**src/rtl/fetch_queue.sv**
```systemverilog
// fetch_queue: instruction-fetch front end with sync-RAM issue, credit-based FIFO and redirect flush.
module fetch_queue #(
  parameter int ADDR_W = 32,
  parameter int DATA_W = 32,
  parameter int DEPTH = 4,
  parameter logic [ADDR_W-1:0] RESET_PC = '0,
  parameter int PC_STEP = 1,
  localparam int PW = $clog2(DEPTH),
  localparam int CW = PW + 1
) (
  input  logic              CLOCK,
  input  logic              RESET,
  output logic              imem_req,
  output logic [ADDR_W-1:0] imem_addr,
  input  logic [DATA_W-1:0] imem_data,
  input  logic              redirect,
  input  logic [ADDR_W-1:0] redirect_pc,
  output logic              deq_valid,
  input  logic              deq_ready,
  output logic [DATA_W-1:0] deq_instr,
  output logic [ADDR_W-1:0] deq_pc,
  output logic [CW-1:0]     count
);
  logic [ADDR_W-1:0] pc, inflightPc;
  logic inflight, kill, write, deq;
  logic [PW-1:0] wrPtr, rdPtr;
  logic [CW:0] credits;
  logic [DATA_W-1:0] instrMem [DEPTH];
  logic [ADDR_W-1:0] pcMem [DEPTH];

  // In-flight requests hold a slot so a returning word always fits.
  assign credits = {1'b0, count} + (CW+1)'(inflight);
  assign imem_req = !RESET && !redirect && credits < (CW+1)'(DEPTH);
  assign imem_addr = pc;
  assign write = inflight && !kill;
  assign deq_valid = count != '0;
  assign deq = deq_valid && deq_ready;
  assign deq_instr = deq_valid ? instrMem[rdPtr] : '0;
  assign deq_pc = deq_valid ? pcMem[rdPtr] : '0;

  always_ff @(posedge CLOCK) begin
    if (write) begin
      instrMem[wrPtr] <= imem_data;
      pcMem[wrPtr] <= inflightPc;
    end
  end

  always_ff @(posedge CLOCK or posedge RESET) begin
    if (RESET) begin
      pc <= RESET_PC;
      inflight <= 1'b0;
      inflightPc <= '0;
      kill <= 1'b0;
      wrPtr <= '0;
      rdPtr <= '0;
      count <= '0;
    end else if (redirect) begin
      pc <= redirect_pc;
      inflight <= 1'b0;
      kill <= inflight;
      wrPtr <= '0;
      rdPtr <= '0;
      count <= '0;
    end else begin
      inflight <= imem_req;
      kill <= 1'b0;
      if (imem_req) begin
        pc <= pc + ADDR_W'(PC_STEP);
        inflightPc <= pc;
      end
      if (write) wrPtr <= wrPtr + 1'b1;
      if (deq) rdPtr <= rdPtr + 1'b1;
      count <= count + CW'(write) - CW'(deq);
    end
  end
endmodule

```
**config.mk**
```make
export PLATFORM = sky130hd
export DESIGN_NAME = fetch_queue
export DESIGN_NICKNAME = d
export VERILOG_FILES = /design/src/rtl/fetch_queue.sv
export SDC_FILE = /design/constraint.sdc
export NUM_CORES = 1
export LEC_CHECK = 0
export CORE_AREA = 2 2 189 135
export CTS_BUF_LIST = sky130_fd_sc_hd__clkbuf_8
export CTS_CLUSTER_DIAMETER = 40
export DETAILED_ROUTE_END_ITERATION = 7
export DIE_AREA = 0 0 191 137
export GPL_ROUTABILITY_DRIVEN = 0
export MAX_ROUTING_LAYER = met4
export PLACE_DENSITY = 0.78
export SYNTH_ARGS = -nofsm -noshare
export SYNTH_HDL_FRONTEND = slang
export SYNTH_SLANG_ARGS = --single-unit
```
**constraint.sdc**
```tcl
create_clock -name CLOCK -period 3.3 [get_ports CLOCK]
set_input_delay 0.33 -clock CLOCK [delete_from_list [all_inputs] [get_ports CLOCK]]
set_output_delay 0.33 -clock CLOCK [all_outputs]
set_load 0.02 [all_outputs]
```
Word-level counts from Yosys, hierarchy flattened
Memories as Yosys holds them, arrays and structs flattened.
Index checks and enable logic that the tools add are counted.
{ "word_totals": {"register_bits": 73, "mem_bits_rw": 256, "in_bits": 68, "out_inout_bits": 101, "wordCells": 42, "memories": 2} }
{ "classes": {"n_addsub": 6, "magnitude_cmp": 1, "muxes": 13, "bitwise_logic": 1, "n_reduce_logical": 12} }
{ "mem_list": {"columns": ["memory", "words", "word_bits", "read_ports", "rd_clocked_by_memory_dff", "write_ports", "line", "text"], "rows": [
  ["instrMem", 4, 32, 1, 0, 1, "28", "logic [DATA_W-1:0] instrMem [DEPTH];"],
  ["pcMem", 4, 32, 1, 0, 1, "29", "logic [ADDR_W-1:0] pcMem [DEPTH];"]
]} }
{ "ops": {"columns": ["operator", "n"], "rows": [
  ["32-bit two-way mux", 4],
  ["32-bit by 1-bit adder with 32-bit output, second input constant", 1],
  ["2-bit two-way mux", 4],
  ["2-bit nonzero test", 3],
  ["2-bit by 1-bit adder with 2-bit output, second input constant", 2],
  ["3-bit by 1-bit adder with 4-bit output", 1],
  ["1-bit logical AND", 4],
  ["4-bit by 3-bit < comparator with 1-bit output, second input constant", 1],
  ["1-bit two-way mux", 4],
  ["3-bit by 1-bit adder with 3-bit output", 1],
  ["1-bit logical NOT", 3],
  ["3-bit two-way mux", 1],
  ["3-bit nonzero test", 1],
  ["3-bit by 1-bit subtractor with 3-bit output", 1],
  ["2-bit AND reduction", 1],
  ["1-bit inverter", 1]
]} }

Logic depth before layout (Yosys ltp)
{ "logic_depth": {"depth_word": 5, "depth_mapped": 10, "ltp_nobuf": 9} }

Worst setup path before layout
Ideal clock, no wire load.
{ "synth_path": {"path_kind": "register -> register", "start": "reg inflight", "end": "mem instrMem[0][0] (enable)", "arrival_ns": 2.267, "required_time_ns": 2.871, "setup_slack_ns": 0.604, "path_stages_with_launch": 4, "synth_period_minus_slack_ns": 2.696, "cell_sequence": "dfrtp_1 nor2b_1 clkbuf_1 and2_1"} }
{ "synth_between": {"elab_chain_cells": 3} }
{ "synth_rtl": {"columns": ["element", "line", "text"], "rows": [
  ["start: declaration", "25", "logic inflight, kill, write, deq;"],
  ["start signal: assignment", "65", "inflight <= imem_req;"],
  ["1-bit logical AND", "35", "assign write = inflight && !kill;"],
  ["1-bit two-way mux", "42", "if (write) begin"],
  ["1-bit two-way mux (not written as such)", "43", "instrMem[wrPtr] <= imem_data;"],
  ["end: declaration", "28", null]
]} }
Every way passes these cells.

Final worst setup path
{ "layout_path": {"start": "reg count[1]", "end": "out imem_req"} }
{ "layout_between": {"elab_chain_cells": 3} }
{ "layout_rtl": {"columns": ["element", "line", "text"], "rows": [
  ["start: declaration", "22", "output logic [CW-1:0] count"],
  ["start signal: assignment", "73", "count <= count + CW'(write) - CW'(deq);"],
  ["3-bit by 1-bit adder with 4-bit output", "32", "assign credits = {1'b0, count} + (CW+1)'(inflight);"],
  ["4-bit by 3-bit < comparator with 1-bit output", "33", "assign imem_req = !RESET && !redirect && credits < (CW+1)'(DEPTH);"],
  ["1-bit logical AND", "33", null],
  ["end: declaration", "13", "output logic imem_req,"]
]} }
Every way passes these cells.

==> results.yml <==
status:
  status: "completed"
setup_path:
  arrival_ns: 2.77
  cp-startpoint: "count[1]"
  r2r_start: "imem_addr[1]"
  start_kind: "register"
  required_ns: 2.97
  cp_max_fo: 13
  worst-setup-path-type: "register to primary output"
  regToRegSetupSlack_ns: 0.63
  end_kind: "primary output"
synth:
  syn_inst: 743
  synthMuxAreaShare_pct: 13.8
  synthXorXnorAreaFrac_pct: 1.46
  synth_top_cell_by_area: "edfxtp_1"
  synth_top_family_by_area: "multiplexers"
  synthTopCellsByArea: "edfxtp_1, dfrtp_1, mux4_2"
  synth_common_cells: "edfxtp_1, and2_1, dfrtp_1"
  synth_seq_cells: 329
  synth-edff-count: 256
  synthFlopType: "edfxtp_1"
  synth_top_area_share_pct: 58.3
  synth_compound_gate_area_share_pct: 2.05
  synth_seq_area_share_pct: 72.2
  yosysUniqueCellTypes: 40
  yosysMostFrequentCell: "edfxtp_1"
  yosys_warnings: 0
  yosys.area_share.adder_pct: 0.911
  yosys.area_share.simple_pct: 8.12
  ys_async_sr_fraction_pct: 22.2
  avgSynthCellArea_um2: 17.7
  synth_area_um2: 13200
  synth_nets: 820
grt:
  antenna_found_initial: 0
  top_usage_layer: "met1"
  grt_max_degree: 46
  grt_overflow: 0
  grt_use_met1_pct: 33.7
  grt_use_met3_pct: 3.97
  grt_pass1_wl_um: 41600
  grt_pass1_vias: 7334
  track_usage_pct: 21.9
  use_met2_pct: 30.8
pwr:
  power_density_nw_per_um2: 765
  power_leakage_uw: 0.00559
  max-vdd-ir-drop_mv: 0.553
detailed_routing:
  post_drt_wl_per_cell_um: 20.8
  drtIter0Drc: 644
  firstDrtPassIters: 5
  vias_per_cell: 5.68
  wirelength_um: 27200
  drc: 0
  num_vias: 7405
  ant_nets: 0
cts:
  cts_tree: "built"
  insertion_delay_ns: 0.55
  cts_root_buffer: "clkbuf_8"
  ctsResizeCount: 0
  numClockSinks: 329
  numCtsBuffers: 48
  cts_max_level: 2
  cts.reportedPaths.clkPinSlew_ns: 0.07
  clk_path_buf_depth: 3
  cts_setup_buffers: 0
  holdBufCountCts: 0
timing:
  setup_viol: 0
  fmax_mhz: 322
  max_slew_margin_pct: 52.5
  hold_viol_final: 0
  setup_slack_ns: 0.197
  setup_tns_ns: 0
  post-route-min-period_ns: 3.10
  hold_ws_ns: 0.340
  post-route-period-util_pct: 94.0
  clock_skew_ns: 0.0239
  slew_violations: 0
  worstMarginPinSlew_ns: 0.712
  grt_setup_unrepaired: "false"
finish:
  final-instance-count-excl-fill: 1303
  drive_above_1_share_pct: 19.8
  layout.nets: 1019
  design_area_um2: 16400
  area_growth_pct: 24.1
  n_antenna_cell: 0
placement:
  dp.final_hpwl_um: 16900
  placed_cell_area_um2: 15400
  post-place-ws_ns: 0.451
  dp_cells: 1217
  io_buffers: 168
floorplan:
  die_h_um: 137
  start_util_pct: 54.2
  core_um2: 24300
  die_w_um: 191
  row_count: 48
  dieArea_um2: 26200
  io_pins: 169
worst_hold_path:
  hp-start: "redirect_pc[6]"
  min_path_type: "input port to register"
job:
  maxCapViolCount: 0
## worst paths after layout
check / endpoint / cells after the start
max: imem_req / 5
min: imem_addr[6] / 3
max reg2reg: imem_addr[30] / 6
min reg2reg: pcMem[1][28] / 0
max in group asynchronous: inflightPc[25] / 4
min in group asynchronous: imem_addr[1] / 3
## power breakdown
part / switching, uW / internal [uW]
sequential: 391 / 5050
combinational: 1840 / 1910
clock: 1480 / 1840
## registers in the layout, summed over array words and instances, names as in the netlist
| register | cells |
|---|---|
| instrMem | 128 |
| pcMem | 128 |
| imem_addr | 32 |
| inflightPc | 32 |
| count | 3 |
| rdPtr | 2 |
| wrPtr | 2 |
| inflight | 1 |
| kill | 1 |
## cells by family after synthesis
family | after synthesis
mux | 98
xor+xnor | 22
compound gates | 44
simple gates | 192
flops | 329
fa+ha+maj | 9
buf+inv | 49
## worst max-delay path: stages (launching register included)
cell,delay [ns]
dfrtp_1,0.46
ha_1,0.26
o211a_1,0.23
o32a_1,0.35
nor3_1,0.26
clkdlybuf4s50_1,0.66
## cells in the final DEF (no fill, tap or decap), types with 2 or more instances in the layout
master,count
a31oi_1,9
and2_1,69
and2_4,4
and3_1,3
buf_12,7
buf_4,11
bufinv_16,5
clkbuf_8,52
clkdlybuf4s50_1,168
clkinv_1,9
clkinv_2,7
dfrtp_1,71
dfrtp_4,2
edfxtp_1,256
ha_1,8
inv_1,23
mux2_2,33
mux4_2,64
nand2_1,36
nand3_1,13
nand3b_1,2
nand4_1,8
nor2_1,21
nor2b_1,2
nor3_1,4
nor4_1,5
o211ai_1,4
o21ai_0,24
o31ai_1,3
or3_1,8
or4_1,9
xnor2_1,16
xor2_1,6
## per-layer routing
layer	vias to the layer above	part of all wire, %	routed length [um]
met5	-	0	0
met4	0	1.2	323
met3	35	8.7	2360
met2	356	44	11900
met1	3726	46	12600
li1	3288	-	-
## stage by stage
stage                     util [%]  power, uW
after floorplan                  -       7600
after global placement        63.2       9230
after detailed placement      63.2       9310
after CTS                     67.3      12600
after global routing          67.3      13100
final                         67.3      12500
## area by class of cell
type	count	area (um2)
Sequential cell	329	9520
Multi-Input combinational cell	365	3490
Tap cell	325	407
Fill cell	1674	7970
Clock inverter	34	272
Inverter	12	45.0
Clock buffer	52	716
Timing Repair Buffer	186	1900
Note: power is estimated with default switching activity, not from simulation.
